File: src/rtl/clk_pkg.sv
// Shared types and default timing constants for the PLL reset sequencer.
// Defaults target a 25.125 MHz PLL clock with a ~1 MHz symbol tick.
package clk_pkg;

  typedef enum logic [1:0] {
    WAIT_LOCK = 2'd0,
    STABILIZE = 2'd1,
    RUN       = 2'd2,
    HOLDOFF   = 2'd3
  } pll_seq_state_t;

  localparam int DEF_STABLE_CYCLES = 1024;
  localparam int DEF_HOLD_CYCLES   = 256;
  localparam int DEF_ACC_WIDTH     = 16;
  localparam int DEF_TICK_INC      = 2608;

endpackage

File: src/rtl/sync_ff2.sv
// Generic two-flop synchronizer for asynchronous inputs; 2-cycle latency.
// No backpressure; both stages clear to 0 on asynchronous active-high reset.
module sync_ff2 #(
  parameter int WIDTH = 1
) (
  input  logic             clock,
  input  logic             reset,
  input  logic [WIDTH-1:0] d,
  output logic [WIDTH-1:0] q
);

  logic [WIDTH-1:0] meta;

  always_ff @(posedge clock or posedge reset) begin
    if (reset) begin
      meta <= '0;
      q    <= '0;
    end else begin
      meta <= d;
      q    <= meta;
    end
  end

endmodule

File: src/rtl/pll_reset_sequencer.sv
// Qualifies PLL lock, sequences the system reset and emits a fractional-rate tick.
// Outputs registered off next state; no backpressure. PLL_LOCK_STATS_EN adds lock_loss_count.
module pll_reset_sequencer
  import clk_pkg::*;
#(
  parameter int STABLE_CYCLES = DEF_STABLE_CYCLES,
  parameter int HOLD_CYCLES   = DEF_HOLD_CYCLES,
  parameter int ACC_WIDTH     = DEF_ACC_WIDTH,
  parameter int TICK_INC      = DEF_TICK_INC
) (
  input  logic       clock,
  input  logic       reset,
  input  logic       locked_in,
  output logic       sys_reset,
  output logic       ready,
`ifdef PLL_LOCK_STATS_EN
  output logic       tick,
  output logic [7:0] lock_loss_count
`else
  output logic       tick
`endif
);

  localparam int CNT_MAX = (STABLE_CYCLES > HOLD_CYCLES) ? STABLE_CYCLES : HOLD_CYCLES;
  localparam int CNT_W   = $clog2(CNT_MAX + 1);
  localparam logic [CNT_W-1:0] STABLE_LAST = CNT_W'(STABLE_CYCLES - 1);
  localparam logic [CNT_W-1:0] HOLD_LAST   = CNT_W'(HOLD_CYCLES - 1);
  localparam logic [ACC_WIDTH:0] INC_EXT   = (ACC_WIDTH+1)'(TICK_INC);

  logic                 lock_s;
  pll_seq_state_t       state_q, state_d;
  logic [CNT_W-1:0]     cnt_q, cnt_d;
  logic [ACC_WIDTH-1:0] acc_q, acc_d;
  logic [ACC_WIDTH:0]   acc_sum;
  logic                 stay_run;
  logic                 sys_reset_d, ready_d, tick_d;

  sync_ff2 #(.WIDTH(1)) u_lock_sync (
    .clock (clock),
    .reset (reset),
    .d     (locked_in),
    .q     (lock_s)
  );

  always_ff @(posedge clock or posedge reset) begin
    if (reset) begin
      state_q <= WAIT_LOCK;
      cnt_q   <= '0;
    end else begin
      state_q <= state_d;
      cnt_q   <= cnt_d;
    end
  end

  always_comb begin
    state_d = state_q;
    unique case (state_q)
      WAIT_LOCK: if (lock_s) state_d = STABILIZE;
      STABILIZE: begin
        if (!lock_s)                  state_d = WAIT_LOCK;
        else if (cnt_q == STABLE_LAST) state_d = RUN;
      end
      RUN:       if (!lock_s) state_d = HOLDOFF;
      HOLDOFF:   if (cnt_q == HOLD_LAST) state_d = WAIT_LOCK;
      default:   state_d = WAIT_LOCK;
    endcase
  end

  // The shared counter only runs while dwelling in STABILIZE or HOLDOFF; any state change clears it.
  always_comb begin
    cnt_d = '0;
    if (state_d == state_q && (state_q == STABILIZE || state_q == HOLDOFF))
      cnt_d = cnt_q + CNT_W'(1);
  end

  always_comb begin
    stay_run    = (state_q == RUN) && (state_d == RUN);
    acc_sum     = {1'b0, acc_q} + INC_EXT;
    acc_d       = stay_run ? acc_sum[ACC_WIDTH-1:0] : '0;
    tick_d      = stay_run & acc_sum[ACC_WIDTH];
    sys_reset_d = (state_d != RUN);
    ready_d     = (state_d == RUN);
  end

  always_ff @(posedge clock or posedge reset) begin
    if (reset) begin
      acc_q     <= '0;
      tick      <= 1'b0;
      sys_reset <= 1'b1;
      ready     <= 1'b0;
    end else begin
      acc_q     <= acc_d;
      tick      <= tick_d;
      sys_reset <= sys_reset_d;
      ready     <= ready_d;
    end
  end

`ifdef PLL_LOCK_STATS_EN
  always_ff @(posedge clock or posedge reset) begin
    if (reset)
      lock_loss_count <= '0;
    else if (state_q == RUN && state_d == HOLDOFF && lock_loss_count != 8'hFF)
      lock_loss_count <= lock_loss_count + 8'd1;
  end
`endif

endmodule

File: config.mk
export PLATFORM = sky130hd
export DESIGN_NAME = pll_reset_sequencer
export DESIGN_NICKNAME = d
export VERILOG_FILES = /design/src/rtl/clk_pkg.sv /design/src/rtl/sync_ff2.sv /design/src/rtl/pll_reset_sequencer.sv
export SDC_FILE = /design/constraint.sdc
export NUM_CORES = 1
export LEC_CHECK = 0
export BUFFER_PORTS_ARGS = -buffer_cell sky130_fd_sc_hd__buf_2
export CAP_MARGIN = 20
export CORE_ASPECT_RATIO = 0.5
export CORE_MARGIN = 3
export CORE_UTILIZATION = 53
export DETAILED_ROUTE_END_ITERATION = 8
export GPL_ROUTABILITY_DRIVEN = 0
export PLACE_DENSITY = 0.84
export SETUP_SLACK_MARGIN = 0.5
export SLEW_MARGIN = 25
export SYNTH_ARGS = -nofsm -noshare
export SYNTH_HDL_FRONTEND = slang
export SYNTH_SLANG_ARGS = --single-unit
File: constraint.sdc
create_clock -name clock -period 1.6 [get_ports clock]
set_input_delay 0.08 -clock clock [delete_from_list [all_inputs] [get_ports clock]]
set_output_delay 0.08 -clock clock [all_outputs]
set_load 0.02 [all_outputs]
==> impl_results.md <==
* Vias in the first global route at 1225
* Reg2reg start: acc_q[5]$_DFF_PP0_
* Combinational family with the most area after synthesis: simple AND/OR/NAND/NOR gates
* Port bufs at 5
* Crit Reg-Reg Endpoint: acc_q[10]$_DFF_PP0_
* Synth Area in XOR/XNOR at 0.0923
* Yosys reg bits at 30
* Pin count of the biggest net entering global routing at 31
* Clk buf depth at 2
* Crit Path Max Fanout at 2
* Mean post-synth cell area at 10.4 µm²
* Total CTS buffers at 5
* Die height at 42.6 µm
* Critical Path End Type: register
* Drt total wl at 4.68 mm
* Hold Path End: u_lock_sync.q$_DFF_PP0_
* Initial core utilization at 0.600
* GRT overflow at 0
* Netlist Area Pre-Place at 0.00142 mm²
* Initial antenna violation count at 0
* Vias at 1353
* Vias/cell at 6.09
* Max-slew violation count at 0
* CTS root buf: clkbuf_8
* Die ar. at 0.00338 mm²
* Minimum clock period after layout at 1520 ps
* Outcome: finished, final reports clean
* Syn Nets at 142
* FFs w/ async S/R, synth at 1.00
* Max cap viols at 0
* Hpwl dp at 1.66 mm
* Syn Inst Count at 137
* Tcrit/Tclk final at 0.952
* Mux cell area share after synthesis at 0
* Synth Area in Compound Gates at 0.121
* Num rows at 12
* Chip width at 79.3 µm
* Avg WL per Cell at 21.1 µm
* Synth Area in Adders at 0.0176
* R2R cell count at 7
* Worst Hold Depth at 0
* Most used DFF post-synth: dfrtp_1
* Layout overhead on the synthesized area at 49.3%
* Clock transition at path regs at 60 ps
* IR drop worst, VDD at 0.637 mV
* Core Util, Final at 0.895
* Measured slew at the worst slew-check pin at 380 ps
* Static leakage at 0.889 nW
* Violation count after the first detailed-route iteration at 102
* Synth warn at 0
* Final hold violations at 0
* Worst hold path type: register to register
* CTS tree: yes
* RSZ-0062 raised after global routing: true
* Ports at 6
* Final setup viols at 0
* Critical Path RT at 1770 ps
* Ant. Diodes at 0
* Crit Path Category: register to register
* All-layer global routing usage at 0.235
* Nets at 191
* First-pass GRT wire length at 5.84 mm
* Fmax at 657 MHz
* Synth unique cells at 39
* Drt drc at 0
* Sequential area share after synthesis at 0.529
* Power Dens Cells at 685 mW/mm²
* Startpoint types: register
* Fin Setup TNS at 0 ps
* Clock skew at 5.05 ps
* Hold Startpoint: u_lock_sync.meta$_DFF_PP0_
* Worst Path Arrival at 1690 ps
* R2R setup slack at 80 ps
* Share of layout cells above drive strength 1 at 0.535
* Number of routed nets with antenna violations at 0
* Core region area at 0.00237 mm²
* Number of flops mapped to enable cells by yosys at 0
* Num Clock Sinks at 30
* CTS H-tree depth at 2
* Simple-gate share of the synthesized area at 0.195
* Clk_lat worst skew at 280 ps
* First-pass iteration count of the detailed router at 4
* Max-slew headroom at 0.747
-- Yosys cell counts, types with 3 or more instances --
library cell,number,area share
a21oi_1,4,0.014
nand4_1,3,0.013
o21ai_0,7,0.025
xor2_1,7,0.043
and3_1,3,0.013
nand3_1,6,0.021
o211ai_1,3,0.016
inv_1,6,0.016
nor2_1,21,0.055
xnor2_1,8,0.049
nand2_1,5,0.013
dfrtp_1,29,0.51
-- worst max-delay path by stage --
stage	start	slack, ps	end
2_1_floorplan	acc_q[4]$_DFF_PP0_	140	acc_q[14]$_DFF_PP0_
3_3_place_gp	acc_q[4]$_DFF_PP0_	120	acc_q[14]$_DFF_PP0_
3_5_place_dp	acc_q[4]$_DFF_PP0_	50	acc_q[14]$_DFF_PP0_
4_1_cts	acc_q[4]$_DFF_PP0_	120	acc_q[14]$_DFF_PP0_
5_1_grt	acc_q[5]$_DFF_PP0_	20	acc_q[14]$_DFF_PP0_
6_report	acc_q[5]$_DFF_PP0_	80	acc_q[10]$_DFF_PP0_
-- layout make-up --
cell class | count | area [µm²]
inverter | 7 | 26.3
timing repair buffer | 46 | 357
sequential | 30 | 763
clock buffer | 7 | 86.3
clock inverter | 1 | 5.00
fill | 94 | 249
multi-input combinational | 96 | 842
tap | 35 | 43.8
-- placed cells by master, fill, tap and decap left out, types with 3 or more instances in the layout --
master and n:
xor2_1 5, o21ai_0 3, clkbuf_8 6, nand4_1 3
dfrtp_1 20, nand3_1 4, nor2_1 14, inv_1 4
dfrtp_2 9, inv_2 3, nor2_4 5, xnor2_1 7
buf_4 35, o211ai_1 3, buf_6 3, buf_2 5
nand2_1 4
-- metrics by stage --
stage / std cells / setup WS, ps / instance area (µm²) / hold slack, ps / power (W)
2_1_floorplan: 137 / 142 / 1480 / 111 / 0.000808
3_3_place_gp: 174 / 123 / 1510 / 163 / 0.000818
3_5_place_dp: 174 / 54.7 / 1510 / 170 / 0.000819
4_1_cts: 209 / 124 / 1890 / 349 / 0.00145
5_1_grt: 222 / 24.2 / 2120 / 359 / 0.00152
6_report: 222 / 77.5 / 2120 / 351 / 0.00145
-- worst max-delay path, cell delays in order (launching register included) --
cell     delay [ps]
dfrtp_1         400
inv_2           100
ha_4            140
and3b_2         230
buf_6           130
a21oi_4         160
xor2_2          180
nor2_1           70
-- sequential cells by signal (all words and copies together), names as in the netlist --
register	count
tick	1
cnt_q	11
state_q	2
sys_reset	1
ready	1
u_lock_sync.meta	1
acc_q	12
u_lock_sync.q	1
-- where the power goes --
group / leakage, nW / switching [W] / total, W / internal (W)
Clock: 0.0482 / 0.000283 / 0.000629 / 0.000346
Combinational: 0.447 / 0.0000327 / 0.0000543 / 0.0000216
Sequential: 0.393 / 0.00000552 / 0.000771 / 0.000765
Total: 0.889 / 0.000321 / 0.00145 / 0.00113
-- cells by family after synthesis --
family          count (synthesis)
simple gates                   52
buf+inv                        12
compound gates                 26
flops                          30
fa+ha+maj                       2
xor+xnor                       15
-- routing by layer --
metal	share of wire	up-vias	global-route usage
met4	0.038	0	0.144
met3	0.096	19	0.0837
met2	0.46	93	0.380
met5	0	-	0
li1	-	574	-
met1	0.40	667	0.268
-- repair_timing --
item	CTS	global route
gates cloned	1	0
hold buffers	2	0
resized for setup	20	32
hold endpoints to repair	30	0
pin swaps	13	17
endpoints found under the setup margin	28	28
setup buffers	24	13
No activity file was read; power rests on OpenSTA's default activity.
